File: config.mk
export PLATFORM = sky130hd
export DESIGN_NAME = counter_stim_gen
export DESIGN_NICKNAME = d
export VERILOG_FILES = /design/src/rtl/counter_stim_pkg.sv /design/src/rtl/counter_ref_model.sv /design/src/rtl/counter_stim_gen.sv
export SDC_FILE = /design/constraint.sdc
export NUM_CORES = 1
export LEC_CHECK = 0
export ABC_AREA = 0
export BUFFER_PORTS_ARGS = -buffer_cell sky130_fd_sc_hd__buf_4
export CAP_MARGIN = 40
export CORE_UTILIZATION = 45
export DETAILED_ROUTE_END_ITERATION = 10
export HOLD_SLACK_MARGIN = 0.08
export PLACE_DENSITY = 0.66
export SLEW_MARGIN = 30
export SYNTH_ARGS = -nofsm -noshare
export SYNTH_HDL_FRONTEND = slang
export SYNTH_HIERARCHICAL = 1
export SYNTH_SLANG_ARGS = --single-unit
File: constraint.sdc
create_clock -name clk -period 1.91 [get_ports clk]
set_input_delay 0.0955 -clock clk [delete_from_list [all_inputs] [get_ports clk]]
set_output_delay 0.0955 -clock clk [all_outputs]
set_load 0.01 [all_outputs]
File: src/rtl/counter_stim_pkg.sv
// Shared types and constants for the counter stimulus generator and its reference model.
package counter_stim_pkg;

    localparam int DEFAULT_WIDTH = 8;
    localparam int ERR_CNT_W     = 16;

    typedef enum logic [2:0] {
        IDLE,
        LOAD,
        UP,
        HOLD,
        DOWN,
        DONE
    } state_e;

    function automatic int max3(input int a, input int b, input int c);
        int m;
        m = (a > b) ? a : b;
        return (m > c) ? m : c;
    endfunction

endpackage

File: src/rtl/counter_ref_model.sv
// Shadow of the loadable up/down counter: tracks the expected count from the issued
// commands and flags a mismatch whenever checking is enabled.
module counter_ref_model
    import counter_stim_pkg::*;
#(
    parameter int WIDTH = DEFAULT_WIDTH
) (
    input  logic             clk,
    input  logic             rst,
    input  logic             ld_cnt_n_i,
    input  logic             updn_cnt_i,
    input  logic             count_enb_i,
    input  logic [WIDTH-1:0] data_in_i,
    input  logic [WIDTH-1:0] data_out_i,
    input  logic             chk_en_i,
    output logic             mismatch_o
);

    logic [WIDTH-1:0] exp_q;

    // Same commands the real counter sees, so exp_q is what data_out should show.
    always_ff @(posedge clk) begin
        if (rst) begin
            exp_q <= '0;
        end else if (!ld_cnt_n_i) begin
            exp_q <= data_in_i;
        end else if (count_enb_i) begin
            exp_q <= updn_cnt_i ? exp_q + 1'b1 : exp_q - 1'b1;
        end
    end

    assign mismatch_o = chk_en_i && (data_out_i != exp_q);

endmodule

File: src/rtl/counter_stim_gen.sv
// Drives a LOAD/UP/HOLD/DOWN command sequence into a loadable counter and counts
// disagreements between its output and the reference model.
module counter_stim_gen
    import counter_stim_pkg::*;
#(
    parameter int               WIDTH       = DEFAULT_WIDTH,
    parameter logic [WIDTH-1:0] LOAD_VALUE  = WIDTH'(8'hF0),
    parameter int               UP_CYCLES   = 20,
    parameter int               HOLD_CYCLES = 4,
    parameter int               DOWN_CYCLES = 20
) (
    input  logic                 clk,
    input  logic                 rst,
    input  logic                 start,
    output logic                 ld_cnt_,
    output logic                 updn_cnt,
    output logic                 count_enb,
    output logic [WIDTH-1:0]     data_in,
    input  logic [WIDTH-1:0]     data_out,
    output logic                 busy,
    output logic                 done,
    output logic                 err,
    output logic [ERR_CNT_W-1:0] err_cnt
);

    localparam int MAX_LEN = max3(UP_CYCLES, HOLD_CYCLES, DOWN_CYCLES);
    localparam int PH_W    = $clog2(MAX_LEN + 1);

    localparam logic [PH_W-1:0] UP_LAST   = PH_W'(UP_CYCLES - 1);
    localparam logic [PH_W-1:0] HOLD_LAST = PH_W'(HOLD_CYCLES - 1);
    localparam logic [PH_W-1:0] DOWN_LAST = PH_W'(DOWN_CYCLES - 1);

    state_e                 state_q, state_d;
    logic [PH_W-1:0]        phase_q, phase_d;
    logic                   ld_n_q, updn_q, enb_q, busy_q, done_q;
    logic [WIDTH-1:0]       din_q;
    logic                   chk_en_q, err_q, mismatch;
    logic [ERR_CNT_W-1:0]   err_cnt_q;

    always_comb begin
        state_d = state_q;
        phase_d = phase_q;
        case (state_q)
            IDLE: if (start) state_d = LOAD;
            LOAD: begin
                state_d = UP;
                phase_d = UP_LAST;
            end
            UP: begin
                if (phase_q == '0) begin
                    state_d = HOLD;
                    phase_d = HOLD_LAST;
                end else begin
                    phase_d = phase_q - 1'b1;
                end
            end
            HOLD: begin
                if (phase_q == '0) begin
                    state_d = DOWN;
                    phase_d = DOWN_LAST;
                end else begin
                    phase_d = phase_q - 1'b1;
                end
            end
            DOWN: begin
                if (phase_q == '0) state_d = DONE;
                else               phase_d = phase_q - 1'b1;
            end
            DONE:    state_d = IDLE;
            default: state_d = IDLE;
        endcase
    end

    // Outputs decoded from the next state so they are registered yet aligned with state_q.
    always_ff @(posedge clk) begin
        if (rst) begin
            state_q <= IDLE;
            phase_q <= '0;
            ld_n_q  <= 1'b1;
            updn_q  <= 1'b0;
            enb_q   <= 1'b0;
            din_q   <= '0;
            busy_q  <= 1'b0;
            done_q  <= 1'b0;
        end else begin
            state_q <= state_d;
            phase_q <= phase_d;
            ld_n_q  <= (state_d != LOAD);
            updn_q  <= (state_d == UP) || (state_d == HOLD);
            enb_q   <= (state_d == UP) || (state_d == DOWN);
            din_q   <= (state_d == LOAD) ? LOAD_VALUE : '0;
            busy_q  <= (state_d != IDLE);
            done_q  <= (state_d == DONE);
        end
    end

    // Checking starts once the loaded value is visible and ends with the DONE-cycle check.
    always_ff @(posedge clk) begin
        if (rst) begin
            chk_en_q  <= 1'b0;
            err_q     <= 1'b0;
            err_cnt_q <= '0;
        end else begin
            if (state_q == LOAD)      chk_en_q <= 1'b1;
            else if (state_q == DONE) chk_en_q <= 1'b0;
            err_q <= mismatch;
            if (state_q == IDLE && start)
                err_cnt_q <= '0;
            else if (mismatch && err_cnt_q != '1)
                err_cnt_q <= err_cnt_q + 1'b1;
        end
    end

    counter_ref_model #(
        .WIDTH(WIDTH)
    ) u_ref (
        .clk         (clk),
        .rst         (rst),
        .ld_cnt_n_i  (ld_n_q),
        .updn_cnt_i  (updn_q),
        .count_enb_i (enb_q),
        .data_in_i   (din_q),
        .data_out_i  (data_out),
        .chk_en_i    (chk_en_q),
        .mismatch_o  (mismatch)
    );

    assign ld_cnt_   = ld_n_q;
    assign updn_cnt  = updn_q;
    assign count_enb = enb_q;
    assign data_in   = din_q;
    assign busy      = busy_q;
    assign done      = done_q;
    assign err       = err_q;
    assign err_cnt   = err_cnt_q;

endmodule
### After elaboration in Yosys (flattened, before gate mapping)

Index checks and enable logic that the tools add are counted.

* register bits: 47
* bits of input ports: 11
* output and inout bits: 30
* logic and storage cells: 58

* add/subtract/negate cells: 4
* eq/ne operators: 15
* muxes and demuxes: 15
* reductions and logical operators: 12

Operator list (count)
* two-way mux 8 bit: 4
* case mux 5 bit (4 select lines): 1
* adder 16 x 1 -> 16 bit (second input constant): 1
* != test 16 bit (second input constant): 1
* two-way mux 5 bit: 3
* case mux 3 bit (5 select lines): 1
* == test 3 x 2 -> 1 bit (second input constant): 4
* == test 3 bit (second input constant): 4
* two-way mux 3 bit: 4
* adder 8 x 1 -> 8 bit (second input constant): 1
* != test 8 bit: 1
* subtractor 8 x 1 -> 8 bit (second input constant): 1
* == test 3 x 1 -> 1 bit (second input constant): 2
* zero test 5 bit: 1
* subtractor 5 x 1 -> 5 bit (second input constant): 1
* nonzero test 4 bit: 1
* logical AND 1 bit: 3
* zero test 3 bit: 1
* != test 3 x 1 -> 1 bit (second input constant): 1
* nonzero test 3 bit: 1
* logical OR 1 bit: 2
* two-way mux 1 bit: 2
* != test 2 x 1 -> 1 bit (second input constant): 1
* != test 2 bit (second input constant): 1
* 3 further kinds: 3

### Logic depth before layout (Yosys ltp)

* depth in word-level cells: 5
* depth in mapped cells: 8
* mapped depth without buffers: 7

### Cells and area by module

Netlist, hierarchy kept.

By module, submodules not included
* counter_stim_gen: instances 1, cells each 180, area an instance 1561.5 um^2, seq. area each 640.6 um^2
* counter_ref_model: instances 1, cells each 97, area an instance 833.3 um^2, seq. area each 160.2 um^2

### Worst setup path after synthesis

OpenSTA, ideal clock, no wires.

* path kind: flip-flop to flip-flop
* start: register u_ref.exp_q[0]
* end: register err_cnt_q[13], in the netlist err_cnt[13]
* setup time: 0.070 ns
* arrival: 2.004 ns
* data required time: 1.840 ns
* path slack: -0.165 ns
* cell stages (with the launch flop): 9
* path buffers: 1
* period minus slack after synthesis: 2.075 ns
* cell sequence: dfxtp_1 xor2_1 nor4_1 a21boi_0 buf_2 inv_1 or4b_4 or3_1 a21oi_1

* cells in the longest elaborated chain, start to end: 3

RTL lines
* start: declaration: line counter_ref_model.sv:19 `logic [WIDTH-1:0] exp_q;`
* start signal: assignment: line counter_ref_model.sv:26 `exp_q <= data_in_i;`
* start signal: assignment: line counter_ref_model.sv:28 `exp_q <= updn_cnt_i ? exp_q + 1'b1 : exp_q - 1'b1;`
* != test 8 bit: line counter_ref_model.sv:32 `assign mismatch_o = chk_en_i && (data_out_i != exp_q);`
* logical AND 1 bit: line counter_ref_model.sv:32
* via mismatch: line counter_stim_gen.sv:37 `logic chk_en_q, err_q, mismatch;`
* logical AND 1 bit: line counter_stim_gen.sv:109 `else if (mismatch && err_cnt_q != '1)`
* end signal: assignment: line counter_stim_gen.sv:110 `err_cnt_q <= err_cnt_q + 1'b1;`
* end: declaration: line counter_stim_gen.sv:38 `logic [ERR_CNT_W-1:0] err_cnt_q;`

The timed path passes the listed nets, and every way through them passes these cells.
A chain may end at the register's enable or synchronous reset.

### Final worst setup path

Same ends and word-level chain as after synthesis.

==> results.md <==
* CTS clk-pin slew, worst paths at 0.09 ns
* Critical path launch point type: flip-flop
* Post-synthesis cell type count at 57
* Async set-reset flop share out of synthesis at 0%
* Syn Area/Cell at 8.65 sq um
* Final setup fails at 2
* Initial core utilization at 46.9%
* Synth top area share at 33.4%
* Vias in the first global route at 1921
* Failing checks: negative setup slack
* Clock power share at 22.0%
* Worst min path class: primary input to flip-flop
* Largest net degree at the start of global routing at 25
* Wirelength per Cell at 13.5 um
* Metal-1 WL at 2900 um
* Status: complete, but fails checks
* Initial antenna violation count at 0
* RSZ-0062 raised after global routing: yes
* Clock Latency Late Sink at 0.30 ns
* Cell Pwr Density at 1020 nW/um^2
* Max Clock Freq at 0.511 GHz
* Slew Viols, Final at 0
* Critical path's slowest cell: or4b_4
* Vias per Instance at 5.51
* Wire length on met3 at 231 um
* P&R area growth vs syn at 27.9%
* First-pass GRT wire length at 8880 um
* Max cap viols at 0
* H-tree lvl count at 2
* Yosys reg bits at 40
* Setup slack, reg-to-reg at -0.05 ns
* Total power at 0.00313 W
* Mapped Area at 2390 sq um
* CTS Buf Count at 5
* Final nets at 366
* Post-detailed-placement half-perimeter wirelength at 4170 um
* Commonest non-fill, non-tap cell in the layout: buf_4
* CP delay by family, top: simple AND/OR/NAND/NOR gates
* Post-Route WL at 5650 um
* DRT Pass-1 Iters at 4
* Switching share of power at 35.4%
* DRT iter0 DRCs at 138
* Most frequent cells in the layout: buf_4 (71), dfxtp_1 (32), a21oi_1 (18)
* Ports at 41
* FP Rows at 26
* Ys Warns at 6
* Worst VDD drop at 633 uV
* Layout Skew at 0.0157 ns
* Max FO, Critical Path at 4
* Layout cells sized above 1 at 29.7%
* Post-place setup slack at -0.0763 ns
* Sum Neg Setup Slack at -0.0545 ns
* Psw at 0.00111 W
* Critical path type: flip-flop to flip-flop
* Seq pwr share at 34.1%
* Root buf cell: clkbuf_8
* Final antenna-violating net count at 0
* Internal Pwr Total at 0.00202 W
* Hold Vio Cnt, Final at 0
* Post-synthesis cell count at 277
* Cell taking the most area after synthesis: dfxtp_1
* Fin crit period at 1.96 ns
* # diodes at 0
* CP Buf/Inv Count at 2
* IO Port Bufs at 36
* Period utilization at 102%
* Max layer used: met4
* Via Count at 2296
* Fill cell count at 488
* Endpoint class of the critical path: flip-flop
* CTS max path bufs at 2
* Met2 wire length at 2470 um
* Gate power share at 43.9%
* Worst stage delay on the critical path at 0.49 ns
* Most common flop cell mapped by yosys: dfxtp_1
* EDFF count, synth at 0
* CTS sink count at 40
* Overall die area at 5620 sq um
* DIE WIDTH at 75.0 um
* CTS tree: yes
* Core ar. at 5110 sq um
* Data arrival, critical path at 2.19 ns
* WP data required at 2.15 ns
* Lkg Pwr at 1.29 nW
* Crit-path cells: xor2_1 -> nor4_1 -> a21boi_1 -> buf_4 -> inv_2 -> or4b_4 -> or3_1 -> a21oi_1
* Die height at 75.0 um
* Sequential area share after synthesis at 33.4%
* Grt total ovfl at 0
* Post-route setup slack at -0.0458 ns
* Synth top area cells: dfxtp_1 (33%), ha_1 (4.2%), a21oi_1 (4.0%)
* Drt drc at 0
* Gr usage total at 20.9%
* Gpl congestion at 0.818
Yosys cell counts, types with 3 or more instances:
library cell and n:
a211o_1 4, a211oi_1 9, a21oi_1 19, a31oi_1 5, and4_1 3, buf_4 7, clkbuf_1 4, dfxtp_1 40
ha_1 8, inv_1 14, mux2i_1 6, nand2_1 15, nand2b_1 3, nand3_1 10, nand4_1 5, nor2_1 16
nor2b_1 4, nor3_1 5, nor3b_1 6, nor4_1 6, nor4b_1 3, o21a_1 4, o21ai_0 10, o22ai_1 5
o31ai_1 4, or2_2 3, or3_1 8, or4_1 3, xnor2_1 4, xor2_1 9
registers in the layout, indices dropped and copies added, names as in the netlist:
register	count
state_q	3
chk_en_q	1
err	1
busy	1
count_enb	1
err_cnt	16
data_in	1
ld_cnt_	1
updn_cnt	1
phase_q	5
u_ref/exp_q	8
done	1
path summary, 6_finish.rpt:
kind / startpoint / to / depth (start not counted)
hold / removal: rst / u_ref/exp_q[3] / 2
setup / recovery: u_ref/exp_q[0] / err_cnt[13] / 8
hold reg to reg: phase_q[0] / phase_q[0] / 1
setup reg to reg: u_ref/exp_q[0] / err_cnt[13] / 8
through the flow:
| step | instances | area (sq um) | utilization [%] | hold slack (ns) |
|---|---|---|---|---|
| after floorplan | 284 | 2430 | - | 0.160 |
| after global placement | 408 | 2930 | 57.3 | 0.463 |
| after detailed placement | 408 | 2930 | 57.3 | 0.470 |
| after CTS | 417 | 3040 | 59.6 | 0.146 |
| after global routing | 417 | 3060 | 60.0 | 0.171 |
| final | 417 | 3060 | 60.0 | 0.158 |
kinds of logic after synthesis:
group | synth area share, %
AND/OR/NAND/NOR | 26.5
AO/OA/AOI/OAI | 20.7
flip-flops | 33.4
other | 0.157
buffers and inverters | 6.95
XOR/XNOR | 4.75
multiplexers | 2.51
adder cells (fa/ha/maj) | 5.02
worst register-to-register path, cell delays in order (launching register included):
cell      delay, ns
dfxtp_2        0.34
xor2_1         0.18
nor4_1         0.08
a21boi_1       0.14
buf_4          0.15
inv_2          0.04
or4b_4         0.49
or3_1          0.34
a21oi_1        0.14
cell type report:
class,count,area (sq um),share of cell area (%)
repair buffers,71,533,17.4
well taps,70,87.6,2.86
multi-input cells,214,1470,48.0
clock buffers,6,72.6,2.37
flip-flops and latches,40,811,26.5
clock inverters,2,35.0,1.14
inverters,14,52.6,1.72
layer usage:
layer | vias to the layer above | global-route usage [%]
li1 | 1165 | -
met1 | 1079 | 29.2
met2 | 47 | 32.2
met3 | 5 | 5.22
met4 | 0 | 5.03
met5 | - | 0
power groups by stage:
stage,Sequential [W],Combinational (W),Clock [W]
6_report,0.00107,0.00137,0.000687
3_3_place_gp,0.00107,0.00132,0
4_1_cts,0.00107,0.00135,0.000703
5_1_grt,0.00108,0.00152,0.000741
2_1_floorplan,0.00109,0.000912,0
3_5_place_dp,0.00108,0.00134,0
what timing repair did:
item	4_1_cts	5_1_grt
hold buffers	0	0
gates cloned	0	0
pin swaps	2	4
endpoints found under the setup margin	3	10
setup buffers	1	0
resized for setup	3	6
(Power assumes the default switching activity.)
